### config.mk
export PLATFORM = sky130hd
export DESIGN_NAME = dsm_dac
export DESIGN_NICKNAME = d
export VERILOG_FILES = /design/src/rtl/dsm_dac.sv
export SDC_FILE = /design/constraint.sdc
export NUM_CORES = 1
export LEC_CHECK = 0
export CORE_MARGIN = 4
export CORE_UTILIZATION = 35
export DETAILED_ROUTE_END_ITERATION = 8
export SETUP_SLACK_MARGIN = 0.15
export SYNTH_ARGS = -nofsm -noshare
export SYNTH_HDL_FRONTEND = slang
export SYNTH_SLANG_ARGS = --single-unit
### constraint.sdc
create_clock -name clk -period 3.3 [get_ports clk]
set_input_delay 0.66 -clock clk [delete_from_list [all_inputs] [get_ports clk]]
set_output_delay 0.66 -clock clk [all_outputs]
set_load 0.02 [all_outputs]
### src/rtl/dsm_dac.sv
// dsm_dac: first-order delta-sigma DAC modulator.
// Takes WIDTH-bit offset-binary samples over a valid/ready handshake. Each
// sample is held for OSR clocks. One bitstream bit comes out per clock.
// Build option DSM_DITHER_EN: when defined, an LFSR adds +/-1 LSB dither to
// the accumulator operand. When undefined, the plain modulator is built.
module dsm_dac #(
  parameter int unsigned WIDTH = 20,
  parameter int unsigned OSR   = 15
) (
  input  logic             clk,
  input  logic             rst,
  input  logic             in_valid,
  input  logic [WIDTH-1:0] in_data,
  output logic             in_ready,
  output logic             out,
  output logic             frame,
  output logic             underrun,
  input  logic             underrun_clr
);

  localparam int unsigned     CW       = (OSR > 1) ? $clog2(OSR) : 1;
  localparam logic [CW-1:0]   CNT_LAST = CW'(OSR - 1);
  localparam logic [WIDTH-1:0] MID     = {1'b1, {(WIDTH-1){1'b0}}};

  logic [WIDTH-1:0] hold_q, hold_d;
  logic             hold_full_q, hold_full_d;
  logic [WIDTH-1:0] active_q, active_d;
  logic [WIDTH-1:0] acc_q, acc_d;
  logic [CW-1:0]    cnt_q, cnt_d;
  logic             out_q, out_d;
  logic             frame_q, frame_d;
  logic             underrun_q, underrun_d;

  logic             boundary;
  logic             accept;
  logic [WIDTH:0]   u;
  logic [WIDTH:0]   sum;

  assign boundary = (cnt_q == CNT_LAST);
  // in_ready depends only on registered state, so there is no path from in_valid.
  assign in_ready = !hold_full_q || boundary;
  assign accept   = in_valid && in_ready;

`ifdef DSM_DITHER_EN
  logic [15:0]      lfsr_q, lfsr_d;
  logic [WIDTH+1:0] u_ext;

  // Fibonacci LFSR, taps 16,14,13,11, advancing every cycle
  always_comb begin
    lfsr_d = {lfsr_q[14:0], lfsr_q[15] ^ lfsr_q[13] ^ lfsr_q[12] ^ lfsr_q[10]};
  end

  // LFSR register, restarts from its seed on reset
  always_ff @(posedge clk or posedge rst) begin
    if (rst) lfsr_q <= 16'hACE1;
    else     lfsr_q <= lfsr_d;
  end

  // Dithered operand, clamped so the dither can never wrap a full-scale sample
  always_comb begin
    u_ext = {2'b00, active_q}
          + {{(WIDTH+1){1'b0}}, lfsr_q[0]}
          - {{(WIDTH+1){1'b0}}, lfsr_q[1]};
    if (u_ext[WIDTH+1])  u = '0;
    else if (u_ext[WIDTH]) u = {1'b0, {WIDTH{1'b1}}};
    else                 u = {1'b0, u_ext[WIDTH-1:0]};
  end
`else
  assign u = {1'b0, active_q};
`endif

  assign sum = {1'b0, acc_q} + u;

  // Next state: the accumulator carry is the output bit, and samples move hold -> active at the boundary
  always_comb begin
    acc_d       = sum[WIDTH-1:0];
    out_d       = sum[WIDTH];
    frame_d     = boundary;
    cnt_d       = boundary ? '0 : cnt_q + CW'(1);
    hold_d      = hold_q;
    hold_full_d = hold_full_q;
    active_d    = active_q;
    underrun_d  = underrun_q;
    if (underrun_clr) underrun_d = 1'b0;
    if (boundary) begin
      if (hold_full_q) begin
        active_d    = hold_q;
        hold_full_d = 1'b0;
      end else begin
        underrun_d  = 1'b1;
      end
    end
    // An accept on the boundary cycle refills the slot that was just emptied
    if (accept) begin
      hold_d      = in_data;
      hold_full_d = 1'b1;
    end
  end

  // State registers; an asynchronous reset discards any buffered sample
  always_ff @(posedge clk or posedge rst) begin
    if (rst) begin
      hold_q      <= '0;
      hold_full_q <= 1'b0;
      active_q    <= MID;
      acc_q       <= '0;
      cnt_q       <= '0;
      out_q       <= 1'b0;
      frame_q     <= 1'b0;
      underrun_q  <= 1'b0;
    end else begin
      hold_q      <= hold_d;
      hold_full_q <= hold_full_d;
      active_q    <= active_d;
      acc_q       <= acc_d;
      cnt_q       <= cnt_d;
      out_q       <= out_d;
      frame_q     <= frame_d;
      underrun_q  <= underrun_d;
    end
  end

  assign out      = out_q;
  assign frame    = frame_q;
  assign underrun = underrun_q;

endmodule

==> reports/results.txt <==
Status: completed
Fin crit share: 0.752
DP Wirelength: 4110 µm
VDD IR-drop max: 0.333 mV
Vias per inst: 5.12
Most common cell after layout, fill and taps aside: dfrtp_1
CP max FO: 6
Adder-cell share of the synthesized area: 0.0828
CP top delay family: buffers and inverters
FF-to-FF path depth: 8
Critical-path cell list: nand3_1 > o21ai_0 > clkdlybuf4s50_1
Ys Warns: 0
Routed len/inst: 14.0 µm
RSZ-0062 raised after global routing: no
Syn_nets: 307
Ports: 28
Ratio of cells with drive above 1 in the final layout: 0.225
CP required: 2.64 ns
DR vias: 2080
Setup slack after layout: 0.817 ns
Worst setup SP type: flip-flop
Ys flop type: dfrtp_1
Die outline area: 10900 µm²
Fin nets: 338
Fin cells: 406
Final Setup Violations: 0
Starting Density: 0.367
Routability cong.: 0.835
Worst skew pair latency: 0.33 ns
Worst r2r dst: out$_DFF_PP0_
HP Class: flip-flop to flip-flop
WHS Endpoint: acc_q[0]$_DFF_PP0_
Clock Skew: 0.00432 ns
Final wirelength: 5700 µm
Post CTS Setup Buffer Count: 0
Hold_buf cts: 0
WP buf/inv: 1
Final min period: 2.48 ns
Die extent in y: 105 µm
Cts bufs inserted: 9
Simple-Gate Fraction of Synth Area: 0.0590
CTS tree: built
Clock Tree Buf Depth: 2
Synthesized-area fraction occupied by xor and xnor cells: 0.0456
Power, Total: 3.34 mW
# port buffers: 27
Largest family of logic cells by synthesized area: multiplexers
GRT Residual Overflow: 0
Hold path depth: 1
Max Slew Vio Count: 0
Compound-Gate Fraction of Synth Area: 0.127
# rows: 34
Detail Route Antenna Nets: 0
Min-Delay Startpoint: acc_q[0]$_DFF_PP0_
Async set-reset flop share out of synthesis: 1.00
Crit path max-delay cell type: clkdlybuf4s50_1
Largest net degree at the start of global routing: 46
#FFs+latches synth: 68
Post-synth cell types: 44
Setup TNS: 0 ns
Htree depth: 3
Top-area cell type share of the netlist area: 0.513
Slowest stage delay, CP: 0.66 ns
Initial antenna violation count: 0
# diodes: 0
Mean area per synthesized cell: 12.5 µm²
# placed instances: 390
Root buffer cell: clkbuf_8
Final Hold Viols: 0
Leak Pwr: 1.68 nW
DR DRC count: 0
Worst EP arrival: 1.82 ns
Synth-to-layout area growth: 18.7%
Die span in x: 105 µm
Mapped cell area: 3270 µm²
Sequential fraction of the synthesis area: 0.521
Dpl ws: 0.817 ns
Crit path capture type: output pin
Post-synthesis mux area share: 0.144
Critical path class: flip-flop to output pin
Final core occ: 0.436
Clock transition at the registers of the reported paths: 0.07 ns
Power Dens Cells: 861 nW/µm²
Worst-Margin Slew: 0.916 ns
Post-cts resize count: 0
Synth area leaders: dfrtp_1 51%, mux2_2 14%, ha_1 7.7%, xnor2_1 3.2%, a21oi_1 2.5%
GRT Total Usage: 0.111
Core area: 8890 µm²
Relative slew slack: 0.388
Commonest cells after routing, fill and taps aside: 67 x dfrtp_1, 41 x mux2_2, 27 x clkdlybuf4s50_1
Post-synth EDFFs: 0
Synth area leader: dfrtp_1
# fillers: 816
Syn Inst Count: 262
Max Cap Viol: 0
Flop2flop setup slack: 0.82 ns
Drt pass-1 iters: 4
Clock sink count: 68
Fmax: 403 MHz
Iter 0 DRT Violations: 100
Global-route wire length before repair: 9870 µm
Worst R2R Start: active_q[0]$_DFFE_PP0P_
Vias in the first global route: 2139
-- area by class of cell --
| type | count | area [µm²] | area share |
|---|---|---|---|
| inverter | 7 | 26.3 | 0.00678 |
| clock buffer | 10 | 128 | 0.0329 |
| sequential | 68 | 1700 | 0.439 |
| multi-input combinational | 178 | 1500 | 0.387 |
| clock inverter | 6 | 88.8 | 0.0229 |
| timing repair buffer | 29 | 298 | 0.0768 |
| tap | 108 | 135 | 0.0349 |
-- cell usage after synthesis, types with 3 or more instances --
master,instances
dfrtp_1,67
mux2_2,41
ha_1,20
nand2_1,20
a21oi_1,16
xnor2_1,12
o21ai_0,8
inv_1,7
nor2_1,7
a21o_1,6
clkbuf_1,6
xor2_1,5
or3_1,4
a31oi_1,3
o211ai_1,3
o21bai_1,3
-- flip-flops by register name, indices dropped and copies added, names as in the netlist --
register / cells
acc_q: 20
active_q: 20
cnt_q: 4
frame: 1
hold_full_q: 1
hold_q: 20
out: 1
underrun: 1
-- stage by stage --
step | hold slack [ns] | cell area [µm²]
after global routing | 0.508 | 3880
after global placement | 0.454 | 3660
after detailed placement | 0.461 | 3660
final | 0.474 | 3880
after CTS | 0.478 | 3880
after floorplan | 0.443 | 3270
-- power breakdown --
part	total [mW]	switching (mW)	internal, mW	leakage (nW)
clock	0.732	0.307	0.425	0.102
combinational	1.46	0.797	0.665	0.769
sequential	1.15	0.0830	1.06	0.804
total	3.34	1.19	2.15	1.68
-- how the worst max path moves through the flow --
stage                                       start                  to  slack (ns)  cells past startpoint
after floorplan                               rst  acc_q[0]$_DFF_PP0_        0.93                      1
after global placement    active_q[0]$_DFFE_PP0P_       out$_DFF_PP0_        0.88                      8
after detailed placement  active_q[0]$_DFFE_PP0P_       out$_DFF_PP0_        0.82                      8
after CTS                      cnt_q[3]$_DFF_PP0_            in_ready        0.80                      3
after global routing           cnt_q[2]$_DFF_PP0_            in_ready        0.68                      3
final                          cnt_q[3]$_DFF_PP0_            in_ready        0.82                      3
-- per-layer routing --
layer	wire, µm	global-route usage	vias to the layer above
met3	197	0.0191	8
met5	0	0	-
met1	2830	0.153	1024
li1	-	-	1008
met4	96	0.0628	0
met2	2580	0.166	40
-- kinds of logic (layout without fill, tap and decap cells) --
family          count (synthesis)  after routing
flops                          68             68
compound gates                 56             56
mux                            42             42
simple gates                   42             42
fa+ha+maj                      21             21
xor+xnor                       17             17
buf+inv                        16             52
No activity file was read; power rests on OpenSTA's default activity.
